===== src/rtl/vga_fb_pkg.sv =====
// Shared state type, default geometry and colour constants for the framebuffer scheduler.
package vga_fb_pkg;

   typedef enum logic [1:0] {
      IDLE    = 2'd0,
      PREFILL = 2'd1,
      RUN     = 2'd2
   } sched_state_t;

   localparam int H_ACTIVE_DFLT = 640;
   localparam int V_ACTIVE_DFLT = 480;
   localparam int PIX_TOTAL     = H_ACTIVE_DFLT * V_ACTIVE_DFLT;

   localparam logic [7:0] DEFAULT_COLOR = 8'h00;

   function automatic int pix_total(input int h_active, input int v_active);
      return h_active * v_active;
   endfunction

endpackage


===== src/rtl/vga_fb_scheduler_if.sv =====
// Display, writer and framebuffer-RAM signals of the scheduler; master is the scheduler side.
interface vga_fb_scheduler_if
   import vga_fb_pkg::*;
#(
   parameter int ADDR_W = $clog2(PIX_TOTAL),
   parameter int DATA_W = 8
);

   logic              need_pixel;
   logic [DATA_W-1:0] colors;
   logic              underflow;

   logic              wr_valid;
   logic              wr_ready;
   logic [ADDR_W-1:0] wr_addr;
   logic [DATA_W-1:0] wr_data;

   logic [ADDR_W-1:0] mem_addr;
   logic              mem_we;
   logic [DATA_W-1:0] mem_wdata;
   logic [DATA_W-1:0] mem_rdata;

   modport master (
      input  need_pixel, wr_valid, wr_addr, wr_data, mem_rdata,
      output colors, underflow, wr_ready, mem_addr, mem_we, mem_wdata
   );

   modport slave (
      output need_pixel, wr_valid, wr_addr, wr_data, mem_rdata,
      input  colors, underflow, wr_ready, mem_addr, mem_we, mem_wdata
   );

endinterface


===== src/rtl/vga_pixel_fifo.sv =====
// Show-ahead pixel FIFO: head is valid combinationally whenever count > 0.
// Flush beats push/pop; the caller guarantees no push when full and no pop when empty.
module vga_pixel_fifo
   import vga_fb_pkg::*;
#(
   parameter int DEPTH  = 4,
   parameter int DATA_W = 8
) (
   input  logic                     clk,
   input  logic                     rst,
   input  logic                     push,
   input  logic                     pop,
   input  logic                     flush,
   input  logic [DATA_W-1:0]        din,
   output logic [DATA_W-1:0]        head,
   output logic [$clog2(DEPTH):0]   count
);

   localparam int AW = $clog2(DEPTH);
   localparam int CW = AW + 1;

   logic [DATA_W-1:0] mem [DEPTH];
   logic [AW-1:0]     wp;
   logic [AW-1:0]     rp;

   always_ff @(posedge clk or posedge rst) begin
      if (rst) begin
         wp    <= '0;
         rp    <= '0;
         count <= '0;
      end else if (flush) begin
         wp    <= '0;
         rp    <= '0;
         count <= '0;
      end else begin
         if (push) wp <= wp + AW'(1);
         if (pop)  rp <= rp + AW'(1);
         case ({push, pop})
            2'b10:   count <= count + CW'(1);
            2'b01:   count <= count - CW'(1);
            default: count <= count;
         endcase
      end
   end

   // Storage needs no reset: head is only consumed while count > 0.
   always_ff @(posedge clk) begin
      if (push && !flush) mem[wp] <= din;
   end

   assign head = mem[rp];

endmodule


===== src/rtl/vga_fb_scheduler.sv =====
// Framebuffer scan-out scheduler: prefetches pixels into a show-ahead FIFO and shares one RAM port.
// Display reads have strict priority; the writer is granted every cycle without a display read.
module vga_fb_scheduler
   import vga_fb_pkg::*;
#(
   parameter int H_ACTIVE   = H_ACTIVE_DFLT,
   parameter int V_ACTIVE   = V_ACTIVE_DFLT,
   parameter int ADDR_W     = $clog2(PIX_TOTAL),
   parameter int DATA_W     = 8,
   parameter int FIFO_DEPTH = 4,
   parameter int RD_LATENCY = 1
) (
   input  logic                clk25MHz,
   input  logic                rst,
   input  logic                en,
   input  logic                frame_start,
   vga_fb_scheduler_if.master  bus
);

   localparam int              FRAME_PIX = pix_total(H_ACTIVE, V_ACTIVE);
   localparam int              CW        = $clog2(FIFO_DEPTH) + 1;
   // One extra bit so a frame that exactly fills the address space still compares correctly.
   localparam logic [ADDR_W:0] FRAME_END = (ADDR_W+1)'(FRAME_PIX);

   sched_state_t          state_q;
   sched_state_t          state_d;
   logic [ADDR_W-1:0]     rd_ptr;
   logic [ADDR_W-1:0]     addr_q;
   logic [DATA_W-1:0]     wdata_q;
   logic [RD_LATENCY-1:0] vpipe;
   logic                  underflow_q;

   logic [CW-1:0]         count;
   logic [CW-1:0]         inflight;
   logic [CW:0]           occupancy;
   logic [DATA_W-1:0]     fifo_head;

   logic                  in_run;
   logic                  fetching;
   logic                  pop;
   logic                  disp_issue;
   logic                  xfer;
   logic                  wr_in_range;
   logic                  fifo_push;
   logic                  fifo_pop;
   logic                  fifo_flush;

   assign in_run   = (state_q == RUN);
   assign fetching = (state_q == PREFILL) || in_run;
   assign pop      = en & in_run & bus.need_pixel & (count != '0);

   always_comb begin
      inflight = '0;
      for (int i = 0; i < RD_LATENCY; i++) begin
         inflight = inflight + CW'(vpipe[i]);
      end
   end

   // Reserve a FIFO slot for every read still in the RAM pipeline so a push can never overflow.
   assign occupancy  = {1'b0, count} + {1'b0, inflight} - (CW+1)'(pop);
   assign disp_issue = en & fetching
                     & ({1'b0, rd_ptr} < FRAME_END)
                     & (occupancy < (CW+1)'(FIFO_DEPTH));

   assign bus.wr_ready = en & ~rst & ~disp_issue;
   assign xfer         = bus.wr_valid & bus.wr_ready;
   assign wr_in_range  = ({1'b0, bus.wr_addr} < FRAME_END);

   always_comb begin
      bus.mem_addr  = addr_q;
      bus.mem_wdata = wdata_q;
      bus.mem_we    = 1'b0;
      if (disp_issue) begin
         bus.mem_addr = rd_ptr;
      end else if (xfer) begin
         bus.mem_addr  = bus.wr_addr;
         bus.mem_wdata = bus.wr_data;
         bus.mem_we    = wr_in_range;
      end
   end

   assign bus.colors    = (in_run && count != '0) ? fifo_head : DATA_W'(DEFAULT_COLOR);
   assign bus.underflow = underflow_q;

   always_comb begin
      state_d = state_q;
      unique case (state_q)
         IDLE:    state_d = IDLE;
         PREFILL: if (count == CW'(FIFO_DEPTH)) state_d = RUN;
         RUN:     state_d = RUN;
         default: state_d = IDLE;
      endcase
      if (frame_start) state_d = PREFILL;
   end

   always_ff @(posedge clk25MHz or posedge rst) begin
      if (rst) begin
         state_q     <= IDLE;
         rd_ptr      <= '0;
         vpipe       <= '0;
         underflow_q <= 1'b0;
         addr_q      <= '0;
         wdata_q     <= '0;
      end else if (en) begin
         state_q <= state_d;
         addr_q  <= bus.mem_addr;
         wdata_q <= bus.mem_wdata;
         if (frame_start) begin
            // Clearing the valid pipe discards returns of reads issued for the old frame.
            rd_ptr      <= '0;
            vpipe       <= '0;
            underflow_q <= 1'b0;
         end else begin
            if (disp_issue) rd_ptr <= rd_ptr + ADDR_W'(1);
            vpipe <= (vpipe << 1) | RD_LATENCY'(disp_issue);
            if (in_run && bus.need_pixel && count == '0) underflow_q <= 1'b1;
         end
      end
   end

   assign fifo_push  = en & ~frame_start & vpipe[RD_LATENCY-1];
   assign fifo_pop   = pop & ~frame_start;
   assign fifo_flush = en & frame_start;

   vga_pixel_fifo #(
      .DEPTH  (FIFO_DEPTH),
      .DATA_W (DATA_W)
   ) u_fifo (
      .clk   (clk25MHz),
      .rst   (rst),
      .push  (fifo_push),
      .pop   (fifo_pop),
      .flush (fifo_flush),
      .din   (bus.mem_rdata),
      .head  (fifo_head),
      .count (count)
   );

endmodule


===== src/flat_wrapper.sv =====
// flat-port wrapper written by rule: the top's interface ports become plain ports
module vga_fb_scheduler_flat import vga_fb_pkg::*;
#(
   parameter int H_ACTIVE   = H_ACTIVE_DFLT,
   parameter int V_ACTIVE   = V_ACTIVE_DFLT,
   parameter int ADDR_W     = $clog2(PIX_TOTAL),
   parameter int DATA_W     = 8,
   parameter int FIFO_DEPTH = 4,
   parameter int RD_LATENCY = 1
)
  (clk25MHz, rst, en, frame_start, bus_need_pixel, bus_wr_valid, bus_wr_addr, bus_wr_data, bus_mem_rdata, bus_colors, bus_underflow, bus_wr_ready, bus_mem_addr, bus_mem_we, bus_mem_wdata);
  vga_fb_scheduler_if #(.ADDR_W(ADDR_W), .DATA_W(DATA_W)) bus_i ();
  input  logic clk25MHz;
  input  logic rst;
  input  logic en;
  input  logic frame_start;
  input wire logic [$bits(bus_i.need_pixel)-1:0] bus_need_pixel;
  input wire logic [$bits(bus_i.wr_valid)-1:0] bus_wr_valid;
  input wire logic [$bits(bus_i.wr_addr)-1:0] bus_wr_addr;
  input wire logic [$bits(bus_i.wr_data)-1:0] bus_wr_data;
  input wire logic [$bits(bus_i.mem_rdata)-1:0] bus_mem_rdata;
  output wire logic [$bits(bus_i.colors)-1:0] bus_colors;
  output wire logic [$bits(bus_i.underflow)-1:0] bus_underflow;
  output wire logic [$bits(bus_i.wr_ready)-1:0] bus_wr_ready;
  output wire logic [$bits(bus_i.mem_addr)-1:0] bus_mem_addr;
  output wire logic [$bits(bus_i.mem_we)-1:0] bus_mem_we;
  output wire logic [$bits(bus_i.mem_wdata)-1:0] bus_mem_wdata;
  assign bus_i.need_pixel = bus_need_pixel;
  assign bus_i.wr_valid = bus_wr_valid;
  assign bus_i.wr_addr = bus_wr_addr;
  assign bus_i.wr_data = bus_wr_data;
  assign bus_i.mem_rdata = bus_mem_rdata;
  assign bus_colors = bus_i.colors;
  assign bus_underflow = bus_i.underflow;
  assign bus_wr_ready = bus_i.wr_ready;
  assign bus_mem_addr = bus_i.mem_addr;
  assign bus_mem_we = bus_i.mem_we;
  assign bus_mem_wdata = bus_i.mem_wdata;
  vga_fb_scheduler #(.H_ACTIVE(H_ACTIVE), .V_ACTIVE(V_ACTIVE), .ADDR_W(ADDR_W), .DATA_W(DATA_W), .FIFO_DEPTH(FIFO_DEPTH), .RD_LATENCY(RD_LATENCY)) u_core (.clk25MHz(clk25MHz), .rst(rst), .en(en), .frame_start(frame_start), .bus(bus_i));
endmodule

===== config.mk =====
export PLATFORM = sky130hd
export DESIGN_NAME = vga_fb_scheduler_flat
export DESIGN_NICKNAME = d
export VERILOG_FILES = /design/src/rtl/vga_fb_pkg.sv /design/src/rtl/vga_fb_scheduler_if.sv /design/src/rtl/vga_pixel_fifo.sv /design/src/rtl/vga_fb_scheduler.sv /design/src/flat_wrapper.sv
export SDC_FILE = /design/constraint.sdc
export NUM_CORES = 1
export LEC_CHECK = 0
export BUFFER_PORTS_ARGS = -buffer_cell sky130_fd_sc_hd__buf_2
export CORE_UTILIZATION = 29
export CTS_BUF_LIST = sky130_fd_sc_hd__clkbuf_2
export DETAILED_ROUTE_END_ITERATION = 7
export PLACE_DENSITY_LB_ADDON = 0.08
export SYNTH_ARGS = -nofsm -noshare
export SYNTH_HDL_FRONTEND = slang
export SYNTH_SLANG_ARGS = --single-unit

===== constraint.sdc =====
create_clock -name clk25MHz -period 5.8 [get_ports clk25MHz]
set_input_delay 0.58 -clock clk25MHz [delete_from_list [all_inputs] [get_ports clk25MHz]]
set_output_delay 0.58 -clock clk25MHz [all_outputs]
set_load 0.005 [all_outputs]

Word-level counts from Yosys, hierarchy flattened
Memory sizes are Yosys's and may differ from the RTL's.
Index checks and enable logic that the tools add are counted.
Widths: inputs -> output; s select.
- bits in writable memories: 32
- output and inout port bits: 38
- memories: 1
- flip-flop bits (word level): 57
- logic and storage cells: 81
- input port bits: 41
- memories (name ; depth ; bits a word ; rd ports ; clocked after Yosys merged registers in ; wr ports ; line ; RTL):
    u_core.u_fifo.mem ; 4 ; 8 ; 1 ; 0 ; 1 ; vga_pixel_fifo.sv:22 ; logic [DATA_W-1:0] mem [DEPTH];
- bitwise logic cells: 16
- add/sub/neg operators: 7
- mux-type cells: 23
- eq/ne operators: 6
- order comparisons: 3
- reductions and logical operators: 16
- operator list (operator ; count):
    $mux 19 ; 4
    $lt 19x19->1 const B ; 2
    $mux 8 ; 3
    $add 19x1->19 const B ; 1
    $and 1x1->1 ; 13
    $mux 2 ; 6
    $reduce_bool 2->1 ; 4
    $mux 1 ; 7
    $pmux 3 s2 ; 1
    $reduce_and 2->1 ; 3
    $reduce_bool 3->1 ; 2
    $add 2x1->2 const B ; 2
    $add 3x1->4 ; 1
    $eq 2x1->1 const B ; 2
    $eq 2x2->1 const B ; 2
    $logic_and 1x1->1 ; 4
    $lt 4x3->1 const B ; 1
    $pmux 2 s2 ; 1
    $sub 4x1->4 ; 1
    $add 3x1->3 const B ; 1
    $eq 3x3->1 const B ; 1
    $logic_not 3->1 ; 1
    $mux 3 ; 1
    $ne 3x3->1 const B ; 1
    4 further kinds ; 6

Logic depth before layout (Yosys ltp)
Gate-level depths: netlist of the first run.
- depth in word-level cells: 12
- depth in mapped cells: 16
- gate-level depth less buffers: 13

Cells and area by module
From an unflattened synthesis of the first run, not the netlist that was laid out.
- cells, all modules: 394
- area total of the unflattened synthesis: 4563.1 µm²
- modules (own cells, without submodules) (module ; cells an instance ; sequential area each (µm²) ; times used ; area an instance (µm²)):
    vga_fb_scheduler ; 310 ; 1251.2 ; 1 ; 2965.3
    vga_pixel_fifo ; 84 ; 1136.1 ; 1 ; 1597.8

Least setup slack after synthesis of the first run
OpenSTA, ideal clock, no wires.
- kind: flip-flop to output port
- start point: register u_core.state_q[0]
- end point: output port bus_mem_wdata[0]
- data arrival time: 3.192 ns
- buffers on the path: 2
- setup slack: 2.028 ns
- stages on the path, launching flop included: 16
- data required time: 5.220 ns
- cell sequence: dfrtp_1 -> inv_1 -> ha_1 -> nor2b_1 -> clkbuf_1 -> nand2_1 -> nor2_1 -> ha_1 -> inv_1 -> ha_1 -> and3b_1 -> o21ai_0 -> a21oi_2 -> nor2_1 -> buf_2 -> mux2_2
- word-level cells in the longest chain between the ends: 12
- elaborated cells between the ends (all ways): 16
- those cells by class: 1 x add/sub; 1 x order compare; 2 x eq/ne; 2 x mux; 9 x bitwise; 1 x reduce/logical
- ends and longest elaborated chain (element ; line ; RTL):
    from (decl) ; vga_fb_scheduler.sv:25 ; sched_state_t state_q;
    from (signal assigned) ; vga_fb_scheduler.sv:105 ; state_q <= state_d;
    $eq 2x2->1 ; vga_fb_scheduler.sv:48 ; assign in_run = (state_q == RUN);
    $and 1x1->1 (3 in a row) ; vga_fb_scheduler.sv:50 ; assign pop = en & in_run & bus.need_pixel & (count != '0);
    $sub 4x1->4 ; vga_fb_scheduler.sv:60 ; assign occupancy = {1'b0, count} + {1'b0, inflight} - (CW+1)'(pop);
    $lt 4x3->1 ; vga_fb_scheduler.sv:63 ; & (occupancy < (CW+1)'(FIFO_DEPTH));
    $and 1x1->1 (*) ; vga_fb_scheduler.sv:63 ;
    $not 1->1 ; vga_fb_scheduler.sv:65 ; assign bus.wr_ready = en & ~rst & ~disp_issue;
    $and 1x1->1 ; vga_fb_scheduler.sv:65 ;
    $and 1x1->1 ; vga_fb_scheduler.sv:66 ; assign xfer = bus.wr_valid & bus.wr_ready;
    $mux 8 ; vga_fb_scheduler.sv:75 ; end else if (xfer) begin
    $mux 8 (*) ; vga_fb_scheduler.sv:73 ; if (disp_issue) begin
    to (decl) ; flat_wrapper.sv:27 ; output wire logic [$bits(bus_i.mem_wdata)-1:0] bus_mem_wdata;
Mark *: on every way between the ends. The rest lies on a longest branch, timed or not.

Worst setup path in the final report of the first run
- start point: register u_core.state_q[0]
- end point: output port bus_mem_addr[6]
- word-level cells in the longest chain between the ends: 12
- elaborated cells between the ends (all ways): 16
- those cells by class: 1 x add/sub; 1 x order compare; 2 x eq/ne; 2 x mux; 9 x bitwise; 1 x reduce/logical
- ends and longest elaborated chain (element ; line ; RTL):
    $eq 2x2->1 ; vga_fb_scheduler.sv:48 ;
    $and 1x1->1 (3 in a row) ; vga_fb_scheduler.sv:50 ;
    $sub 4x1->4 ; vga_fb_scheduler.sv:60 ;
    $lt 4x3->1 ; vga_fb_scheduler.sv:63 ;
    $and 1x1->1 (*) ; vga_fb_scheduler.sv:63 ;
    $not 1->1 ; vga_fb_scheduler.sv:65 ;
    $and 1x1->1 ; vga_fb_scheduler.sv:65 ;
    $and 1x1->1 ; vga_fb_scheduler.sv:66 ;
    $mux 19 ; vga_fb_scheduler.sv:75 ;
    $mux 19 (*) ; vga_fb_scheduler.sv:73 ;
    to (decl) ; flat_wrapper.sv:25 ; output wire logic [$bits(bus_i.mem_addr)-1:0] bus_mem_addr;
Marked as above.

==> summary.txt, run 1 <==
Run status
  – Status: finished clean

Global routing
  – Grt ovf: 0
  – Global-route usage over all layers: 0.1454
  – Met3 Use GR: 0.04215
  – Grt met2 use: 0.2574
  – Gr busiest metal: met2
  – Number of global-route vias before repair: ~3400
  – Initial antenna violation count: 1
  – First-pass GRT wire length: ~18000 um
  – Met1 global-route usage: 0.1713
  – Pin count of the biggest net entering global routing: slightly below 60

Power
  – Clk pwr share: 0.172
  – P_int: around 1.1 mW
  – Leak: 2.233 nW
  – PD cells: roughly 320 nW/um2
  – Sw frac: 0.3598
  – Combinational Power Share: 0.321
  – Worst vdd ir: approximately 0.00015 V
  – Flop pwr share: 0.507
  – Psw: a little over 0.6 mW

Yosys
  – Synth unique cells: 52
  – Cell Area, Synth: 4602 um2
  – Synth Register Bits: approximately 90
  – Primary FF master, synth: dfrtp_1
  – Yosys synthesis warning count: 0
  – Post-synth EDFFs: 32
  – Syn_area_per_cell: 11.56 um2
  – Mapped Nets: 451
  – Register area share after synthesis: 0.5188
  – Synth area leaders: dfrtp_1 31%, edfxtp_1 21%, o21ai_0 5.0%, mux2i_1 4.6%, mux2_2 4.2%
  – Cell count after synthesis: 398
  – Largest area contributor in the netlist: dfrtp_1
  – Async set-reset flop share out of synthesis: 0.6404
  – Post-synth top area share: 0.3100

Drt
  – Vias per inst: between 4 and 5
  – DRC: 0
  – Pre-antenna DRT Iters: 4
  – Via total after detailed routing: roughly 3300
  – Starting DRC count in detailed routing: 120
  – Routed Antenna Nets: 0
  – Wire length per cell: approximately 16 um
  – Total Wirelength: around 11000 um

Critical path
  – Arr. time, crit path: around 4.5 ns
  – Required time of the critical path: 5.22 ns
  – Startpoint Class: register
  – Max FO, Critical Path: between 50 and 60
  – Worst setup EP type: output pin
  – Kind of critical path: reg -> out

Floorplan
  – Die W: between 100 and 150 um
  – I/O pins: ~80
  – Die height: 128.0 um
  – Starting Density: 0.2994
  – Core footprint: about 15000 um2
  – Die area: 16380 um2
  – Row cnt: 45

Finish
  – Nets: 522
  – Syn-to-layout area delta: 15.39%
  – Layout cell share with drive strength beyond 1: 0.2911

Clocking
  – Post-CTS sizing: 0
  – Clk Latency, worst-skew pair: ~0.6 ns
  – Post-CTS Setup Repair Bufs: 0
  – Longest Clk Path Bufs: 2
  – CTS sink cnt: slightly below 90
  – Hold buffers post-CTS: 0
  – TritonCTS clock tree: built
  – Root Driver: clkbuf_2
  – Clk pin slew, worst setup/hold paths: approximately 0.28 ns
  – Level count of the clock H-tree: 3
  – CTS Buf Count: 9

STA
  – Fin crit share: 0.8668
  – Fmax: between 0.15 and 0.2 GHz
  – Least-Margin Pin Slew: between 0.7 and 0.8 ns
  – Max Slew Vio Count: 0
  – Period minus WS final: between 5 and 6 ns
  – Max Clock Skew: between 0.03 and 0.04 ns
  – Total negative slack: 0 ns
  – Relative slew slack: 0.4841
  – Final setup vio count: 0
  – RSZ-0062 raised after global routing: false
  – Fin. Hold Viols: 0
  – Final setup margin: ~0.77 ns

Placement
  – Port bufs: between 70 and 80
  – Place WS: 1.416 ns
  – Hpwl dp: around 7500 um
  – Routability cong.: about 0.74

Min path
  – Class of the worst hold path: in -> reg

Run
  – Max Cap Viol: 0
==> registers in the layout (all words and copies together), names as in the netlist <==
register / count
u_core.rd_ptr: 19
u_core.state_q: 2
u_core.u_fifo.wp: 2
u_core.wdata_q: 8
u_core.addr_q: 19
u_core.u_fifo.rp: 2
u_core.u_fifo.mem: 32
u_core.u_fifo.count: 3
u_core.bus.underflow: 1
u_core.vpipe: 1
==> final timing paths <==
kind	start	endpoint	slack, ns	cells past startpoint
min reg2reg	u_core.wdata_q[7]	u_core.wdata_q[7]	0.54	1
min in group asynchronous	rst	u_core.u_fifo.wp[1]	0.22	3
max reg2reg	u_core.state_q[0]	u_core.rd_ptr[9]	1.86	13
max	u_core.state_q[0]	bus_mem_addr[6]	0.77	15
min	bus_mem_rdata[7]	u_core.u_fifo.mem[2][7]	0.17	1
max in group asynchronous	rst	u_core.rd_ptr[16]	5.06	3
==> power by group through the flow <==
stage / Clock (mW) / Sequential (mW) / Combinational, mW
after global routing: 0.339 / 0.887 / 0.632
after detailed placement: 0 / 0.884 / 0.559
after global placement: 0 / 0.881 / 0.552
after CTS: 0.320 / 0.869 / 0.561
final: 0.293 / 0.866 / 0.549
after floorplan: 0 / 0.849 / 0.378
==> cell type report <==
class,count,area [um2]
multi-input combinational,268,2056
tap,211,264.0
inverter,16,60.06
timing repair buffer,85,442.9
sequential,89,2387
antenna,1,2.502
clock buffer,9,45.04
clock inverter,7,52.55
fill,1600,10060
==> logic make-up after synthesis <==
logic type | Yosys count | share of synthesized area
AO/OA/AOI/OAI | 98 | 0.1501
XOR/XNOR | 14 | 0.02665
adder cells (fa/ha/maj) | 12 | 0.03426
buffers and inverters | 41 | 0.03616
flip-flops | 89 | 0.5188
multiplexers | 46 | 0.1264
AND/OR/NAND/NOR | 98 | 0.1077
==> critical path: stages, from the launching register on <==
cell	delay, ns
dfrtp_1	0.47
inv_1	0.06
ha_1	0.15
nor2b_1	0.62
nand2_1	0.20
nor2_1	0.13
ha_1	0.15
inv_1	0.04
ha_1	0.25
and3b_1	0.17
or4_4	0.55
a21oi_4	0.17
buf_4	0.42
nand2_1	0.12
o21ai_0	0.13
buf_2	0.16
==> through the flow <==
step / power [mW] / std cells / util / hold slack, ns / instance area (um2)
finish: 1.708 / 686 / 0.3455 / 0.1726 / 5310
global route: 1.857 / 686 / 0.3455 / 0.08715 / 5310
CTS: 1.750 / 685 / 0.3453 / 0.08805 / 5308
detailed placement: 1.442 / 669 / 0.3390 / 0.4945 / 5210
global placement: 1.433 / 669 / 0.3390 / 0.4856 / 5210
floorplan: 1.227 / 398 / - / 0.4630 / 4602
==> synthesized netlist by cell type (all sizes together) (2+ instances only) <==
cell / instances
xnor2: 11
nor2: 11
buf: 7
ha: 11
edfxtp: 32
dfrtp: 57
nand2: 34
nand4: 2
xor2: 3
a211o: 4
a21o: 2
o21ai: 46
and3: 3
o22ai: 2
a22o: 4
a211oi: 3
a21oi: 10
inv: 16
o31ai: 2
o2bb2ai: 7
a22oi: 2
mux4: 8
and2: 13
a2111oi: 8
or3b: 2
mux2i: 21
mux2: 17
nand3: 14
a221o: 2
nor2b: 4
clkbuf: 18
nor3: 7
==> metal layers <==
| metal | wire length (um) | share of wire | vias up |
|---|---|---|---|
| met5 | 0 | 0 | - |
| met4 | 116 | 0.011 | 0 |
| met3 | 452 | 0.041 | 8 |
| met2 | 5495 | 0.50 | 63 |
| met1 | 4891 | 0.45 | 1647 |
| li1 | - | - | 1611 |
==> cells in the final DEF (no fill, tap or decap), types with 3 or more instances in the layout <==
cell / instances
o2bb2ai_1: 7
edfxtp_1: 32
clkbuf_2: 9
clkinv_4: 3
a21oi_1: 9
a2111oi_2: 8
nand2_1: 34
inv_1: 15
a211o_1: 4
dfrtp_1: 57
and3_1: 3
mux2i_1: 21
mux4_2: 8
nor2_1: 11
o21ai_0: 45
buf_2: 78
mux2_2: 17
and2_1: 13
nor2b_1: 4
nand3_1: 14
a22o_1: 4
nor3_1: 7
xnor2_1: 11
buf_4: 7
ha_1: 11
xor2_1: 3
Note: power is estimated with default switching activity, not from simulation.
==> inputs of run 2 (changes only) <==
CELL_PAD_IN_SITES_DETAIL_PLACEMENT = 1   (was unset)
CELL_PAD_IN_SITES_GLOBAL_PLACEMENT = 1   (was unset)
==> summary.txt, run 2 (same netlist as run 1, synthesis figures left out) <==
Finish
  – Nets: 523 (was 522)
  – Commonest non-fill, non-tap cells in the layout: 78 x buf_2, 57 x dfrtp_1, 45 x o21ai_0, 34 x nand2_1, 32 x edfxtp_1 (unchanged)
  – Reg area: 2387 um2 (unchanged)
  – Commonest non-fill, non-tap cell in the layout: buf_2 (unchanged)
  – Layout cell share with drive strength beyond 1: 0.2926 (was 0.2911)
  – Most flops, register: u_core.u_fifo.mem (unchanged)
  – Max reg flops: 32 (unchanged)
  – Area of the multi-input gates: 2056 um2 (unchanged)
  – Fillers: 1734 (was 1600)
  – Cell area after layout: 5360 um2 (was 5310 um2)
  – Biggest regs: u_core.u_fifo.mem (32), u_core.addr_q (19), u_core.rd_ptr (19) (unchanged)
  – Syn-to-layout area delta: 16.48% (was 15.39%)

Floorplan
  – Die area: 16380 um2 (unchanged)
  – Core footprint: 15370 um2 (unchanged)
  – Die W: 128.0 um (unchanged)
  – Row cnt: 45 (unchanged)
  – Die height: 128.0 um (unchanged)
  – I/O pins: 79 (unchanged)
  – Starting Density: 0.2994 (unchanged)

Power
  – Leak: 2.259 nW (was 2.233 nW)
  – Combinational Power Share: 0.304 (was 0.321)
  – Sw frac: 0.3439 (was 0.3598)
  – Clk pwr share: 0.213 (was 0.172)
  – Psw: 0.6184 mW (was 0.6144 mW)
  – Final Power: 1.798 mW (was 1.708 mW)
  – PD cells: 335.5 nW/um2 (was 321.6 nW/um2)
  – P_int: 1.180 mW (was 1.093 mW)
  – Flop pwr share: 0.482 (was 0.507)
  – Worst vdd ir: 0.0001079 V (was 0.0001485 V)

Placement
  – Place WS: 1.865 ns (was 1.416 ns)
  – Hpwl dp: 7861 um (was 7486 um)
  – Placed Area: 5218 um2 (was 5210 um2)
  – Port bufs: 78 (unchanged)
  – Routability cong.: 0.6926 (was 0.7369)

Global routing
  – Global-route usage over all layers: 0.1509 (was 0.1454)
  – Initial antenna violation count: 1 (unchanged)
  – First-pass GRT wire length: 18730 um (was 18020 um)
  – Pin count of the biggest net entering global routing: 59 (unchanged)
  – Number of global-route vias before repair: 3473 (was 3443)
  – Grt ovf: 0 (unchanged)

STA
  – Total negative slack: 0 ns (unchanged)
  – Final setup margin: 1.204 ns (was 0.7725 ns)
  – Fin. Hold Viols: 0 (unchanged)
  – Max Slew Vio Count: 0 (unchanged)
  – Final setup vio count: 0 (unchanged)
  – Period minus WS final: 4.596 ns (was 5.028 ns)
  – Least-Margin Pin Slew: 0.8052 ns (was 0.7739 ns)
  – RSZ-0062 raised after global routing: false (unchanged)
  – Max Clock Skew: 0.02967 ns (was 0.03619 ns)
  – Fmax: 0.2176 GHz (was 0.1989 GHz)
  – Relative slew slack: 0.4632 (was 0.4841)
  – Fin crit share: 0.7924 (was 0.8668)

Drt
  – Pre-antenna DRT Iters: 4 (unchanged)
  – Met1 Wirelength: 5545 um (was 4891 um)
  – Top routing layer in use: met4 (unchanged)
  – Total Wirelength: 11370 um (was 10960 um)
  – Starting DRC count in detailed routing: 110 (was 120)
  – Via total after detailed routing: 3377 (was 3329)
  – Routed Antenna Nets: 0 (unchanged)
  – Metal3 WL: 288 um (was 452 um)
  – DRC: 0 (unchanged)
  – Vias per inst: 4.916 (was 4.853)
  – Met2 WL: 5304 um (was 5495 um)
  – Wire length per cell: 16.54 um (was 15.97 um)

Critical path
  – Crit path buf inv count: 5 (was 4)
  – Cells on worst reg2reg path: 14 (was 13)
  – Required time of the critical path: 5.22 ns (about the same)
  – Crit path max-delay cell type: or4_4 (was nor2b_1)
  – Largest stage delay, worst path: 0.55 ns (was 0.62 ns)
  – Max FO, Critical Path: 58 (unchanged)
  – RR Startpoint: u_core.state_q[0] (unchanged)
  – Worst setup EP type: output pin (unchanged)
  – Worst-path cell chain: inv_1 -> ha_1 -> nor2b_1 -> buf_4 -> nand2_1 -> nor2_1 -> ha_1 -> inv_1 -> ha_1 -> and3b_1 -> or4_4 -> a21oi_4 -> buf_4 -> nand2_1 -> o21ai_0 -> buf_2 (was inv_1 -> ha_1 -> nor2b_1 -> nand2_1 -> nor2_1 -> ha_1 -> inv_1 -> ha_1 -> and3b_1 -> or4_4 -> a21oi_4 -> buf_4 -> nand2_1 -> o21ai_0 -> buf_2)
  – Arr. time, crit path: 4.02 ns (was 4.45 ns)
  – R2r endpoint: u_core.rd_ptr[9] (unchanged)
  – Startpoint Class: register (unchanged)
  – Most used cell, CP: ha_1 (unchanged)
  – CP delay by family, top: simple AND/OR/NAND/NOR gates (unchanged)
  – Kind of critical path: reg -> out (unchanged)
  – Worst reg2reg setup slack: 2.30 ns (was 1.86 ns)

Clocking
  – Root Driver: clkbuf_2 (unchanged)
  – Post-CTS Setup Repair Bufs: 0 (unchanged)
  – Level count of the clock H-tree: 3 (unchanged)
  – Longest Clk Path Bufs: 2 (unchanged)
  – CTS sink cnt: 89 (unchanged)
  – Clk Latency, worst-skew pair: 0.61 ns (about the same)
  – TritonCTS clock tree: built (unchanged)
  – Hold buffers post-CTS: 0 (unchanged)
  – CTS Buf Count: 9 (unchanged)
  – Clk pin slew, worst setup/hold paths: 0.27 ns (was 0.28 ns)
  – Post-CTS sizing: 0 (unchanged)

Min path
  – Hold path startpoint: bus_mem_rdata[5] (was bus_mem_rdata[7])
  – Class of the worst hold path: in -> reg (unchanged)
  – Hold endpoint: u_core.u_fifo.mem[3][5] (was u_core.u_fifo.mem[2][7])
  – Worst Hold Path Cells: 1 (unchanged)

Run
  – Max Cap Viol: 0 (unchanged)

Run status
  – Status: finished clean (unchanged)
==> run 2: cell types whose count changed in the layout (fill, tap and decap cells not counted) <==
cell | previous run | this run
buf_4 | 7 | 8
bufinv_16 | 0 | 2
clkinv_2 | 1 | 0
clkinv_4 | 3 | 1
clkbuf_2 | 9 | 10
==> run 2: worst max path at each step <==
stage | start | end | slack [ns] | depth (start not counted)
finish | u_core.state_q[0] | bus_mem_addr[8] | 1.20 | 16
global route | u_core.u_fifo.count[2] | bus_mem_addr[3] | 0.87 | 15
CTS | u_core.state_q[0] | bus_mem_addr[3] | 1.11 | 16
detailed placement | u_core.state_q[0] | bus_mem_addr[3] | 1.87 | 16
global placement | u_core.state_q[0] | bus_mem_addr[3] | 1.93 | 16
floorplan | u_core.state_q[0] | bus_mem_wdata[0] | 2.03 | 15
==> run 2: layout make-up <==
class / instances / area share
antenna: 1 / 0.0004669
clock buffer: 10 / 0.009337
clock inverter: 6 / 0.01681
inverter: 16 / 0.01120
multi-input combinational: 268 / 0.3835
sequential: 89 / 0.4454
tap: 211 / 0.04925
timing repair buffer: 86 / 0.08403
==> run 2: through the flow <==
| step | hold WS, ns | std cells | util |
|---|---|---|---|
| after floorplan | 0.4630 | 398 | - |
| after global placement | 0.4844 | 670 | 0.3394 |
| after detailed placement | 0.4953 | 670 | 0.3394 |
| after CTS | 0.08323 | 686 | 0.3486 |
| after global routing | 0.08153 | 687 | 0.3487 |
| final | 0.1506 | 687 | 0.3487 |
==> run 2: power groups by stage <==
| stage | clock network [mW] | registers [mW] | logic, mW |
|---|---|---|---|
| after floorplan | 0 | 0.849 | 0.378 |
| after global placement | 0 | 0.881 | 0.544 |
| after detailed placement | 0 | 0.886 | 0.559 |
| after CTS | 0.408 | 0.872 | 0.561 |
| after global routing | 0.425 | 0.888 | 0.629 |
| final | 0.384 | 0.867 | 0.547 |
==> run 2: per-layer routing <==
layer	vias to the layer above	global-route usage
li1	1607	-
met1	1706	0.2034
met2	49	0.2372
met3	15	0.02462
met4	0	0.07059
met5	-	0
==> inputs of run 3 (changes only) <==
clock period = 3.9 ns   (was 5.8 ns; I/O delays follow)
==> summary.txt, run 3 (same netlist as run 1, synthesis figures left out) <==
Run status
  – Status: finished, violations left (was finished clean)
  – Failing checks: negative setup slack

Clocking
  – Longest Clk Path Bufs: 2 (unchanged)
  – TritonCTS clock tree: built (unchanged)
  – Clk Latency, worst-skew pair: 0.61 ns (about the same)
  – Clk pin slew, worst setup/hold paths: 0.27 ns (about the same)
  – Root Driver: clkbuf_2 (unchanged)
  – CTS sink cnt: 89 (unchanged)
  – Level count of the clock H-tree: 3 (unchanged)
  – CTS Buf Count: 9 (unchanged)

Floorplan
  – Die W: 128.0 um (unchanged)
  – I/O pins: 79 (unchanged)
  – Die height: 128.0 um (unchanged)
  – Row cnt: 45 (unchanged)
  – Die area: 16380 um2 (unchanged)
  – Starting Density: 0.2994 (unchanged)
  – Core footprint: 15370 um2 (unchanged)

STA
  – Fin. Hold Viols: 0 (unchanged)
  – Max Clock Skew: 0.02296 ns (was 0.02967 ns)
  – Total negative slack: -1.339 ns (was 0 ns)
  – RSZ-0062 raised after global routing: true (was false)
  – Fmax: ~0.25 GHz
  – Final setup margin: -0.07548 ns (was 1.204 ns)
  – Max Slew Vio Count: 0 (unchanged)
  – Least-Margin Pin Slew: 0.8052 ns (about the same)
  – Fin crit share: 1.019
  – Period minus WS final: 3.975 ns
  – Relative slew slack: 0.4632 (about the same)
  – Min Hold Slack: 0.01157 ns (was 0.1506 ns)
  – Final setup vio count: 28 (was 0)

Placement
  – Hpwl dp: 7925 um (was 7861 um)
  – DP Cell Count: 678 (was 670)
  – Routability cong.: 0.7184 (was 0.6926)
  – Port bufs: 78 (unchanged)

Drt
  – Vias per inst: 4.891 (was 4.916)
  – DRC: 0 (unchanged)
  – Total Wirelength: 12410 um (was 11370 um)
  – Via total after detailed routing: 3556 (was 3377)
  – Starting DRC count in detailed routing: 139 (was 110)
  – Pre-antenna DRT Iters: 4 (unchanged)
  – Wire length per cell: 17.07 um (was 16.54 um)
  – Routed Antenna Nets: 0 (unchanged)

Critical path
  – Most used cell, CP: ha_2 (was ha_1)
  – Required time of the critical path: 3.51 ns (was 5.22 ns)
  – Worst reg2reg setup slack: 0.54 ns (was 2.30 ns)
  – Arr. time, crit path: 3.59 ns (was 4.02 ns)
  – Startpoint Class: register (unchanged)
  – Kind of critical path: reg -> out (unchanged)
  – Largest stage delay, worst path: 0.44 ns (was 0.55 ns)
  – CP delay by family, top: simple AND/OR/NAND/NOR gates (unchanged)
  – Crit path max-delay cell type: dfrtp_1 (was or4_4)
  – Crit path buf inv count: 5 (unchanged)
  – R2r endpoint: u_core.rd_ptr[9] (unchanged)
  – Worst-path cell chain: inv_1 -> ha_2 -> nor2b_4 -> nand2_2 -> nor2_1 -> ha_2 -> inv_2 -> ha_4 -> and3b_1 -> buf_4 -> or4_4 -> a21oi_4 -> nor2_4 -> buf_12 -> mux2_4 -> buf_6 (was inv_1 -> ha_1 -> nor2b_1 -> buf_4 -> nand2_1 -> nor2_1 -> ha_1 -> inv_1 -> ha_1 -> and3b_1 -> or4_4 -> a21oi_4 -> buf_4 -> nand2_1 -> o21ai_0 -> buf_2)
  – Max FO, Critical Path: 5 (was 58)
  – RR Startpoint: u_core.state_q[0] (unchanged)
  – Cells on worst reg2reg path: 15 (was 14)
  – Worst setup EP type: output pin (unchanged)

Finish
  – Nets: 562 (was 523)
  – Max reg flops: 32 (unchanged)
  – Most flops, register: u_core.u_fifo.mem (unchanged)
  – Fillers: 1691 (was 1734)
  – Final core utilization: 0.3827 (was 0.3487)
  – Commonest non-fill, non-tap cell in the layout: buf_2 (unchanged)
  – Non-filler cells, final: 727 (was 687)
  – Commonest non-fill, non-tap cells in the layout: 75 x buf_2, 57 x dfrtp_1, 32 x edfxtp_1, 30 x nand2_1, 27 x o21ai_0 (was 78 x buf_2, 57 x dfrtp_1, 45 x o21ai_0, 34 x nand2_1, 32 x edfxtp_1)
  – Syn-to-layout area delta: 27.84% (was 16.48%)
  – Biggest regs: u_core.u_fifo.mem (32), u_core.addr_q (19), u_core.rd_ptr (19) (unchanged)
  – Layout cell share with drive strength beyond 1: 0.3482 (was 0.2926)

Power
  – Leak: 2.494 nW (was 2.259 nW)
  – Worst vdd ir: 0.0001557 V (was 0.0001079 V)
  – PD cells: 495.5 nW/um2 (was 335.5 nW/um2)

Global routing
  – Grt ovf: 0 (unchanged)
  – First-pass GRT wire length: 20170 um (was 18730 um)
  – Pin count of the biggest net entering global routing: 58 (was 59)
  – Number of global-route vias before repair: 3833 (was 3473)
  – Initial antenna violation count: 1 (unchanged)
  – Global-route usage over all layers: 0.1624 (was 0.1509)

Run
  – Max Cap Viol: 0 (unchanged)

Min path
  – Class of the worst hold path: in -> async (was in -> reg)
[run 3: worst max-delay path by stage]
| stage | from | end | cells past startpoint |
|---|---|---|---|
| finish | u_core.state_q[0] | bus_mem_wdata[0] | 16 |
| global route | u_core.state_q[0] | bus_mem_addr[10] | 17 |
| CTS | u_core.state_q[0] | bus_mem_wdata[0] | 16 |
| detailed placement | u_core.state_q[0] | bus_mem_wdata[5] | 15 |
| global placement | u_core.state_q[0] | bus_mem_wdata[5] | 15 |
| floorplan | u_core.state_q[0] | bus_mem_wdata[0] | 15 |
[run 3: metal layers]
metal / global-route usage / up-vias / part of all wire
met1: 0.2059 / 1802 / 0.47
met5: 0 / - / 0
met3: 0.02504 / 13 / 0.024
met2: 0.2756 / 47 / 0.50
li1: - / 1694 / -
met4: 0.06851 / 0 / 0.013
[run 3: power by group]
group / internal (mW) / switching (mW) / total, mW / leakage [nW]
sequential: 1.16 / 0.128 / 1.29 / 1.03
clock: 0.153 / 0.354 / 0.507 / 0.0666
combinational: 0.567 / 0.554 / 1.12 / 1.40
total: 1.88 / 1.04 / 2.92 / 2.49
[run 3: area by class of cell]
cell class                      count  area, um2  area share
Antenna cell                        2      5.005   0.0008507
Clock inverter                      6      66.31     0.01127
Clock buffer                       10      50.05    0.008507
Multi-Input combinational cell    268       2137      0.3632
Sequential cell                    89       2387      0.4058
Inverter                           16      60.06     0.01021
Tap cell                          211      264.0     0.04487
Timing Repair Buffer              125      913.4      0.1553
[run 3: through the flow]
step,power [mW],setup slack (ns),cell area [um2]
after detailed placement,2.167,-0.04304,5278
after floorplan,1.825,0.3183,4602
after global routing,3.128,-0.2869,5881
after global placement,2.138,0.02664,5278
final,2.915,-0.07548,5883
after CTS,2.886,-0.1664,5802
[run 3: what timing repair did]
action,CTS,global route
hold endpoints to repair,40,0
cloned,3,1
setup buffers,9,2
setup endpoints to repair,29,29
resized for setup,43,10
hold buffers,16,0
pin swaps,2,2
[run 3: worst reg2reg max path, stage by stage, from the launching register on]
cell and delay [ns]:
dfrtp_1 0.44, inv_1 0.06, ha_2 0.18, nor2b_4 0.15
nand2_2 0.06, nor2_1 0.09, ha_2 0.17, inv_2 0.04
ha_4 0.20, and3b_1 0.17, buf_4 0.13, or4_4 0.44
buf_4 0.22, a211oi_2 0.28, mux2_2 0.37, a221o_1 0.27
